## src/rtl/sprite_line_scheduler.sv

```systemverilog
// sprite_line_scheduler: fetches each sprite's next-line row from one shared ROM port during hblank
// and composites the buffered rows over the background during active video.
module sprite_line_scheduler #(
  parameter int N_SPR = 4,
  parameter int SHEET_W = 48,
  parameter int H_VIS_START = 144,
  parameter int H_VIS_END = 784,
  parameter int H_TOTAL = 800,
  parameter int V_VIS_START = 31,
  parameter int V_VIS_END = 511,
  parameter int V_TOTAL = 521,
  parameter logic [7:0] TRANSP = 8'hFF
) (
  input  logic               clk,
  input  logic               rst,
  input  logic [9:0]         hcount,
  input  logic [9:0]         vcount,
  input  logic [N_SPR-1:0]   spr_en,
  input  logic [10*N_SPR-1:0] spr_x,
  input  logic [10*N_SPR-1:0] spr_y,
  input  logic [9*N_SPR-1:0] spr_hoff,
  input  logic [9*N_SPR-1:0] spr_voff,
  output logic [15:0]        rom_addr,
  input  logic [7:0]         rom_data,
  input  logic [7:0]         bg_rgb,
  output logic [7:0]         rgb,
  output logic               busy,
  output logic               overrun,
  output logic               collide
);
  localparam int IW = N_SPR > 1 ? $clog2(N_SPR) : 1;
  localparam logic [9:0] HVS = 10'(H_VIS_START);
  localparam logic [9:0] HVE = 10'(H_VIS_END);
  localparam logic [9:0] VVS = 10'(V_VIS_START);
  localparam logic [9:0] VVE = 10'(V_VIS_END);
  localparam logic [9:0] VLAST = 10'(V_TOTAL - 1);
  if (H_VIS_END >= H_TOTAL || V_VIS_END > V_TOTAL) begin : g_bad_timing
    $error("visible window exceeds total timing");
  end
  typedef enum logic [2:0] {IDLE, SCAN, FETCH, DRAIN, NEXT} state_t;
  state_t state, state_n;
  logic [IW-1:0] idx;
  logic [4:0] cnt;
  logic [9:0] fl, nl, row, x_i, y_i;
  logic [8:0] ho_i, vo_i;
  logic [15:0] base, base_n;
  logic [N_SPR-1:0] valid, opq;
  logic [9:0] xl [N_SPR];
  logic [7:0] lbuf [N_SPR][16];
  logic [9:0] col [N_SPR];
  logic [7:0] pix;
  logic hit, start, abort, last, wr, vis, multi, frame0;
  assign nl = vcount == VLAST ? 10'd0 : vcount + 10'd1;
  assign x_i = spr_x[10*idx +: 10];
  assign y_i = spr_y[10*idx +: 10];
  assign ho_i = spr_hoff[9*idx +: 9];
  assign vo_i = spr_voff[9*idx +: 9];
  assign row = fl - y_i;
  assign hit = spr_en[idx] && row < 10'd16;
  assign base_n = 16'((32'(vo_i) + 32'(row)) * SHEET_W + 32'(ho_i));
  assign start = state == IDLE && hcount == HVE;
  assign abort = state != IDLE && hcount == HVS;
  assign last = idx == IW'(N_SPR - 1);
  assign wr = (state == FETCH && cnt != 5'd0) || state == DRAIN;
  assign busy = state != IDLE;
  assign vis = hcount >= HVS && hcount < HVE && vcount >= VVS && vcount < VVE;
  assign frame0 = hcount == 10'd0 && vcount == 10'd0;
  assign multi = |(opq & (opq - 1'b1));
  always_comb begin
    state_n = state;
    case (state)
      IDLE:    state_n = start ? SCAN : IDLE;
      SCAN:    state_n = hit ? FETCH : NEXT;
      FETCH:   state_n = cnt == 5'd15 ? DRAIN : FETCH;
      DRAIN:   state_n = NEXT;
      default: state_n = last ? IDLE : SCAN;
    endcase
    if (abort) state_n = IDLE;
  end
  always_ff @(posedge clk or posedge rst) begin
    if (rst) begin
      state <= IDLE;
      idx <= '0;
      cnt <= '0;
      fl <= '0;
      base <= '0;
      rom_addr <= '0;
      valid <= '0;
    end else begin
      state <= state_n;
      if (start) begin
        idx <= '0;
        fl <= nl;
        valid <= '0;
      end
      if (!abort) begin
        if (state == SCAN && hit) begin
          base <= base_n;
          rom_addr <= base_n;
          cnt <= '0;
        end
        if (state == FETCH) begin
          cnt <= cnt + 5'd1;
          if (cnt != 5'd15) rom_addr <= base + 16'(cnt) + 16'd1;
        end
        if (state == DRAIN) valid[idx] <= 1'b1;
        if (state == NEXT && !last) idx <= idx + 1'b1;
      end
    end
  end
  // Buffer contents are only meaningful once the matching valid bit is set.
  always_ff @(posedge clk) begin
    if (state == SCAN && hit && !abort) xl[idx] <= x_i;
    if (wr) lbuf[idx][cnt[3:0] - 4'd1] <= rom_data;
  end
  always_comb begin
    pix = bg_rgb;
    opq = '0;
    for (int i = N_SPR - 1; i >= 0; i--) begin
      col[i] = hcount - xl[i];
      opq[i] = valid[i] && col[i] < 10'd16 && lbuf[i][col[i][3:0]] != TRANSP;
      if (opq[i]) pix = lbuf[i][col[i][3:0]];
    end
  end
  always_ff @(posedge clk or posedge rst) begin
    if (rst) begin
      rgb <= '0;
      overrun <= 1'b0;
      collide <= 1'b0;
    end else begin
      rgb <= vis ? pix : 8'h00;
      overrun <= abort || (overrun && !frame0);
      collide <= (vis && multi) || (collide && !frame0);
    end
  end
endmodule
```

## config.mk

```make
export PLATFORM = sky130hd
export DESIGN_NAME = sprite_line_scheduler
export DESIGN_NICKNAME = d
export VERILOG_FILES = /design/src/rtl/sprite_line_scheduler.sv
export SDC_FILE = /design/constraint.sdc
export NUM_CORES = 1
export LEC_CHECK = 0
export ABC_AREA = 0
export CORE_AREA = 2 2 290 292
export CTS_BUF_LIST = sky130_fd_sc_hd__clkbuf_8
export CTS_CLUSTER_DIAMETER = 80
export DETAILED_ROUTE_END_ITERATION = 12
export DIE_AREA = 0 0 292 294
export GPL_ROUTABILITY_DRIVEN = 0
export HOLD_SLACK_MARGIN = 0.15
export SLEW_MARGIN = 20
export SYNTH_ARGS = -nofsm -noshare
export SYNTH_HDL_FRONTEND = slang
export SYNTH_SLANG_ARGS = --single-unit
```

## constraint.sdc

```tcl
create_clock -name clk -period 8.3 [get_ports clk]
set_clock_uncertainty 0.15 [all_clocks]
set_input_delay 1.66 -clock clk [delete_from_list [all_inputs] [get_ports clk]]
set_output_delay 1.66 -clock clk [all_outputs]
set_load 0.02 [all_outputs]
```

==> results of run 1 <==
[registers in the layout (all words and copies together), names as in the netlist]
| name | cells |
|---|---|
| cnt | 5 |
| overrun | 1 |
| rgb | 8 |
| rom_addr | 16 |
| collide | 1 |
| xl | 40 |
| valid | 4 |
| lbuf | 512 |
| fl | 10 |
| state | 3 |
| base | 16 |
| idx | 2 |
[cell families after synthesis]
family                     synth area share
and+or+nand+nor                      0.0589
adders and majority gates            0.0441
DFF                                   0.633
xor gates and xnor gates             0.0203
AOI/OAI and AO/OA                    0.0541
muxes                                 0.167
buffers and inverters                0.0228
[routing by layer]
metal	share of wire	vias to the layer above	GRT usage
li1	-	7644	-
met1	0.43	8770	0.239
met2	0.50	543	0.289
met3	0.056	88	0.0272
met4	0.018	2	0.0492
met5	0.00013	-	0
[power by group through the flow]
| stage | registers, W | clock network, W | logic, W |
|---|---|---|---|
| final | 0.00347 | 0.00246 | 0.00328 |
| after global routing | 0.00347 | 0.00266 | 0.00362 |
| after CTS | 0.00347 | 0.00253 | 0.00328 |
| after detailed placement | 0.00353 | 0 | 0.00325 |
| after global placement | 0.00353 | 0 | 0.00320 |
| after floorplan | 0.00353 | 0 | 0.00232 |
[Yosys cell counts (all sizes together), types with 5 or more instances]
| cell | number | area, sq um |
|---|---|---|
| mux4 | 191 | 4300 |
| nor2b | 24 | 150 |
| buf | 23 | 138 |
| and3 | 11 | 68.8 |
| a221oi | 11 | 114 |
| dfrtp | 66 | 1650 |
| nand4 | 10 | 62.6 |
| a221o | 6 | 60.1 |
| edfxtp | 552 | 16600 |
| o31a | 5 | 43.8 |
| ha | 87 | 1090 |
| nor3 | 72 | 360 |
| a211oi | 9 | 72.6 |
| or3 | 6 | 37.5 |
| inv | 95 | 357 |
| xnor2 | 38 | 348 |
| fa | 9 | 180 |
| o22ai | 5 | 31.3 |
| clkbuf | 39 | 146 |
| o221a | 7 | 78.8 |
| o21ai | 61 | 305 |
| mux2i | 28 | 280 |
| xor2 | 27 | 236 |
| nor4 | 13 | 81.3 |
| nand2b | 10 | 62.6 |
| a21oi | 41 | 205 |
| o21a | 13 | 97.6 |
| nand2 | 63 | 236 |
| a21boi | 6 | 45.1 |
| nand3 | 23 | 115 |
| and2 | 11 | 71.3 |
| mux2 | 19 | 214 |
| a21o | 14 | 105 |
| a31oi | 11 | 68.8 |
| nor2 | 85 | 319 |
| o31ai | 14 | 105 |
[layout make-up]
cell class	instances	area, sq um	share of cell area
well taps	1080	1350	0.0392
repair buffers	280	2610	0.0758
diodes	2	5.00	0.000145
flip-flops and latches	618	18200	0.529
inverters	99	373	0.0108
clock buffers	102	1400	0.0407
multi-input cells	971	10100	0.292
clock inverters	72	444	0.0129
[worst min-delay path: stages, from the launching register on]
cell	delay, ns
dfrtp_1	0.34
nand2_1	0.06
nand2_1	0.06
[worst paths after layout]
path,start,to,slack [ns]
setup / recovery,spr_y[20],rom_addr[15],1.80
setup reg to reg,idx[0],rom_addr[15],2.59
hold / removal,overrun,overrun,0.34
hold reg to reg,overrun,overrun,0.34
max in group asynchronous,rst,idx[1],5.87
min in group asynchronous,rst,base[1],1.48
[through the flow]
step / setup WS (ns) / util / hold WS, ns
CTS: 1.92 / 0.415 / 0.340
floorplan: 2.02 / - / 0.303
global placement: 1.30 / 0.392 / 0.318
detailed placement: 1.21 / 0.393 / 0.323
finish: 1.80 / 0.416 / 0.340
global route: 1.45 / 0.416 / 0.362
==> flow_metrics.env, run 1 <==
export IMPL_pwr_share_clk=0.267
export IMPL_grt_overflow_total=0
export IMPL_critPathMaxStageDelay_ns=0.49
export IMPL_finalSetupTns_ns=0
export IMPL_critPathMaxFanout=4
export IMPL_netlist_area_sq_um=28800
export IMPL_hold_buffers=0
export IMPL_postSynthCellCount=1750
export IMPL_cp_end_kind="flip-flop"
export IMPL_initial_core_util=0.347
export IMPL_grt_max_degree=67
export IMPL_dp_hpwl_microns=52500
export IMPL_grt_usage=0.174
export IMPL_max_slew_margin=0.257
export IMPL_antenna_found_initial=5
export IMPL_final_area_sq_um=34500
export IMPL_slowest_stage="mux4_2"
export IMPL_synth_ff_type="edfxtp_1"
export IMPL_cts_root_buf="clkbuf_8"
export IMPL_dr_pass1_iters=7
export IMPL_dieArea_sq_um=85800
export IMPL_coreArea_sq_um=82900
export IMPL_dieWidth_microns=292
export IMPL_rsz0062_at_grt="no"
export IMPL_viasPerCell=5.29
export IMPL_finalSetupViolations=0
export IMPL_grt_pass1_vias=17700
export IMPL_hold_path_depth=2
export IMPL_hold_viol=0
export IMPL_vias=17000
export IMPL_dpl_instance_area_sq_um=32600
export IMPL_critPathBufInv=2
export IMPL_yosys_warnings=0
export IMPL_drv_slew=0
export IMPL_powerDensity_nw_per_um2=267
export IMPL_finalPower_w=0.00922
export IMPL_final_fill_count=7379
export IMPL_swShare=0.341
export IMPL_clk_pin_slew_ns=0.06
export IMPL_drt_iter0_drc=1237
export IMPL_synth_edf_count=552
export IMPL_cp_cell_sequence="clkdlybuf4s50_1 -> mux4_2 -> ha_1 -> fa_1 -> nor2b_1 -> o21ai_0 -> a21boi_1 -> o31a_1 -> o21ai_0 -> a21boi_0 -> nor2_1 -> ha_1 -> a21oi_1 -> o21ai_0 -> xor2_1 -> ha_1 -> inv_1 -> nand2_1 -> o21ai_0 -> a311oi_1 -> o211ai_1 -> nand4_1 -> xor2_1 -> a211oi_1"
export IMPL_required_ns=8.64
export IMPL_drc_errors=0
export IMPL_seq_power_share=0.377
export IMPL_fin_crit_ns=6.50
export IMPL_areaGrowthSynthToFinish_pct=19.8
export IMPL_postCtsResizedCells=0
export IMPL_rr_worst_depth=23
export IMPL_row_count=106
export IMPL_crit_family="compound AO/OA/AOI/OAI gates"
export IMPL_synth_avg_cell_area_sq_um=16.4
export IMPL_p_int_w=0.00607
export IMPL_comb_power_share=0.356
export IMPL_ir_worst_vdd_uv=409
export IMPL_ys_seq_area_frac=0.633
export IMPL_post_drt_wl_per_cell_microns=23.3
export IMPL_critPathLaunchType="primary input"
export IMPL_fin_cells=3224
export IMPL_tightest_slew_ns=1.11
export IMPL_ys_async_sr_fraction=0.107
export IMPL_drive_gt1_frac=0.204
export IMPL_postRouteWirelength_microns=75300
export IMPL_cts_htree_levels=3
export IMPL_cts_setup_buffers=0
export IMPL_ys_ff_latch=618
export IMPL_hold_class="flip-flop to flip-flop"
export IMPL_cts_buffers=99
export IMPL_nNetsFinal=2359
export IMPL_clock_sinks=618
export IMPL_crit_cells=24
export IMPL_die_height_microns=294
export IMPL_ios=221
export IMPL_worst_setup_path_type="primary input to flip-flop"
export IMPL_fmax_ghz=0.154
export IMPL_portBuffers=220
export IMPL_cts_max_path_buffers=3
export IMPL_final_common_cell="edfxtp_1"
export IMPL_cp_arrival_ns=6.83
export IMPL_crit_top_cell="o21ai_0"
export IMPL_postRouteAntennaNets=0
export IMPL_p_sw_w=0.00314
export IMPL_synth_fp_nets=2040
export IMPL_status="completed"
export IMPL_clk_latency_ns=0.67
export IMPL_synth_cell_type_count=66
export IMPL_cts_tree="done"
export IMPL_final_cell_mix="552 x edfxtp_1, 212 x clkdlybuf4s50_1, 191 x mux4_2, 126 x inv_1, 102 x clkbuf_8"
export IMPL_placedCellCount=3048
export IMPL_fin_crit_sh=0.783
export IMPL_grt_pass1_wl_microns=112000
export IMPL_p_leak_nw=12.0
export IMPL_drv_cap=0
Power figures use the tool's default switching activity.
==> run 2: changes to the inputs <==
clock period = 5.6 ns   (was 8.3 ns; I/O delays follow)
==> flow_metrics.env, run 2 (synthesis results as in run 1) <==
export IMPL_dp_hpwl_microns=52700
export IMPL_dr_pass1_iters=5
export IMPL_hold_class="flip-flop to flip-flop"
export IMPL_nNetsFinal=2448
export IMPL_grt_overflow_total=0
export IMPL_grt_max_degree=65
export IMPL_hold_viol=0
export IMPL_antenna_found_initial=8
export IMPL_drc_errors=0
export IMPL_die_height_microns=294
export IMPL_coreArea_sq_um=82900
export IMPL_hold_buffers=0
export IMPL_fin_cells=3327
export IMPL_worst_setup_path_type="primary input to flip-flop"
export IMPL_status="completed"
export IMPL_clk_latency_ns=0.70
export IMPL_placedCellCount=3128
export IMPL_hold_start="base[2]"
export IMPL_dieWidth_microns=292
export IMPL_postRouteAntennaNets=0
export IMPL_ios=221
export IMPL_p_leak_nw=12.6
export IMPL_drv_cap=0
export IMPL_cts_buffers=104
export IMPL_tightest_slew_ns=1.15
export IMPL_critPathBufInv=2
export IMPL_cts_tree="done"
export IMPL_clock_sinks=618
export IMPL_slowest_stage="mux4_2"
export IMPL_areaGrowthSynthToFinish_pct=23.2
export IMPL_row_count=106
export IMPL_powerDensity_nw_per_um2=424
export IMPL_pre_cts_ws_ns=-0.808
export IMPL_largest_reg_flops=512
export IMPL_reg2reg_slack_ns=0.44
export IMPL_initial_core_util=0.347
export IMPL_required_ns=6.05
export IMPL_crit_top_cell="o21ai_1"
export IMPL_crit_family="simple AND/OR/NAND/NOR gates"
export IMPL_crit_path_start="spr_y[11]"
export IMPL_critPathLaunchType="primary input"
export IMPL_finalSetupViolations=0
export IMPL_max_slew_margin=0.234
export IMPL_viasPerCell=5.23
export IMPL_cts_root_buf="clkbuf_8"
export IMPL_grt_usage=0.174
export IMPL_drive_gt1_frac=0.251
export IMPL_dieArea_sq_um=85800
export IMPL_cp_cell_sequence="clkdlybuf4s50_1 -> mux4_2 -> inv_1 -> ha_1 -> nor2b_1 -> o21ai_1 -> a21oi_1 -> or3_1 -> and2_1 -> ha_1 -> o21ai_1 -> a21boi_1 -> o21ai_1 -> nand2b_1 -> xor2_2 -> ha_2 -> a2111oi_0 -> or3_1 -> xnor2_2 -> nand4_1 -> xor2_2 -> a211oi_2"
export IMPL_fmax_ghz=0.188
export IMPL_ir_worst_vdd_uv=663
export IMPL_final_common_cell="edfxtp_1"
export IMPL_drv_slew=0
export IMPL_portBuffers=220
export IMPL_grt_pass1_wl_microns=112000
export IMPL_final_cell_mix="552 x edfxtp_1, 208 x clkdlybuf4s50_1, 191 x mux4_2, 136 x buf_4, 120 x inv_1"
export IMPL_critPathMaxStageDelay_ns=0.51
export IMPL_cts_max_path_buffers=3
export IMPL_fin_crit_sh=0.951
export IMPL_final_area_sq_um=35500
export IMPL_vias=17400
export IMPL_dpl_instance_area_sq_um=33300
export IMPL_fin_ws_ns=0.272
export IMPL_cp_arrival_ns=5.78
export IMPL_fin_crit_ns=5.33
export IMPL_critPathMaxFanout=4
export IMPL_grt_pass1_vias=17900
export IMPL_cp_end_kind="flip-flop"
export IMPL_drt_iter0_drc=1258
export IMPL_cts_htree_levels=3
export IMPL_post_drt_wl_per_cell_microns=22.6
export IMPL_timing_rr_start="idx[0]"
export IMPL_clk_pin_slew_ns=0.06
export IMPL_postRouteWirelength_microns=75300
==> run 2: cell count changes in the layout (fill, tap and decap cells not counted), moves of 5 or more <==
| cell | before | now |
|---|---|---|
| a21oi_1 | 41 | 36 |
| a21oi_2 | 0 | 5 |
| buf_12 | 0 | 8 |
| buf_4 | 60 | 136 |
| clkbuf_8 | 102 | 110 |
| clkinv_1 | 25 | 33 |
| clkinv_2 | 10 | 17 |
| inv_1 | 126 | 120 |
| o21ai_0 | 57 | 46 |
| o21ai_1 | 4 | 13 |
==> run 2: final cells by class <==
cell class | count | area [sq um]
clock buffer | 110 | 1510
tap | 1080 | 1350
clock inverter | 81 | 443
inverter | 99 | 373
timing repair buffer | 364 | 3350
sequential | 618 | 18200
fill | 7329 | 47400
multi-input combinational | 971 | 10200
antenna | 4 | 10.0
==> run 2: path summary, 6_finish.rpt <==
kind | endpoint | cells after the start
setup reg to reg | base[15] | 23
setup / recovery | rom_addr[15] | 22
min in group asynchronous | base[0] | 2
max in group asynchronous | idx[1] | 3
hold / removal | base[2] | 1
hold reg to reg | base[2] | 1
==> run 2: per-stage QoR <==
stage | setup TNS, ns | total power (W) | utilization | hold slack, ns
finish | 0 | 0.0150 | 0.428 | 0.339
global route | -0.0298 | 0.0159 | 0.428 | 0.376
CTS | 0 | 0.0149 | 0.426 | 0.342
detailed placement | -7.88 | 0.0111 | 0.402 | 0.328
global placement | -6.11 | 0.0110 | 0.401 | 0.319
floorplan | 0 | 0.00873 | - | 0.303
==> run 2: layer usage <==
| metal | part of all wire | wire [microns] | global-route usage |
|---|---|---|---|
| met5 | 0.00054 | 41 | 0 |
| met4 | 0.019 | 1460 | 0.0505 |
| met3 | 0.050 | 3780 | 0.0261 |
| met2 | 0.49 | 37200 | 0.289 |
| met1 | 0.44 | 32800 | 0.237 |
==> run 2: report_power, final <==
group	internal (W)	total [W]	switching, W
clock	0.00196	0.00377	0.00181
combinational	0.00296	0.00612	0.00315
sequential	0.00509	0.00514	0.0000482
total	0.0100	0.0150	0.00501
==> run 2: what timing repair did <==
action | CTS | global route
setup buffers | 0 | 5
pin swaps | 0 | 23
setup endpoints to repair | 3 | 9
gates resized for setup | 3 | 41
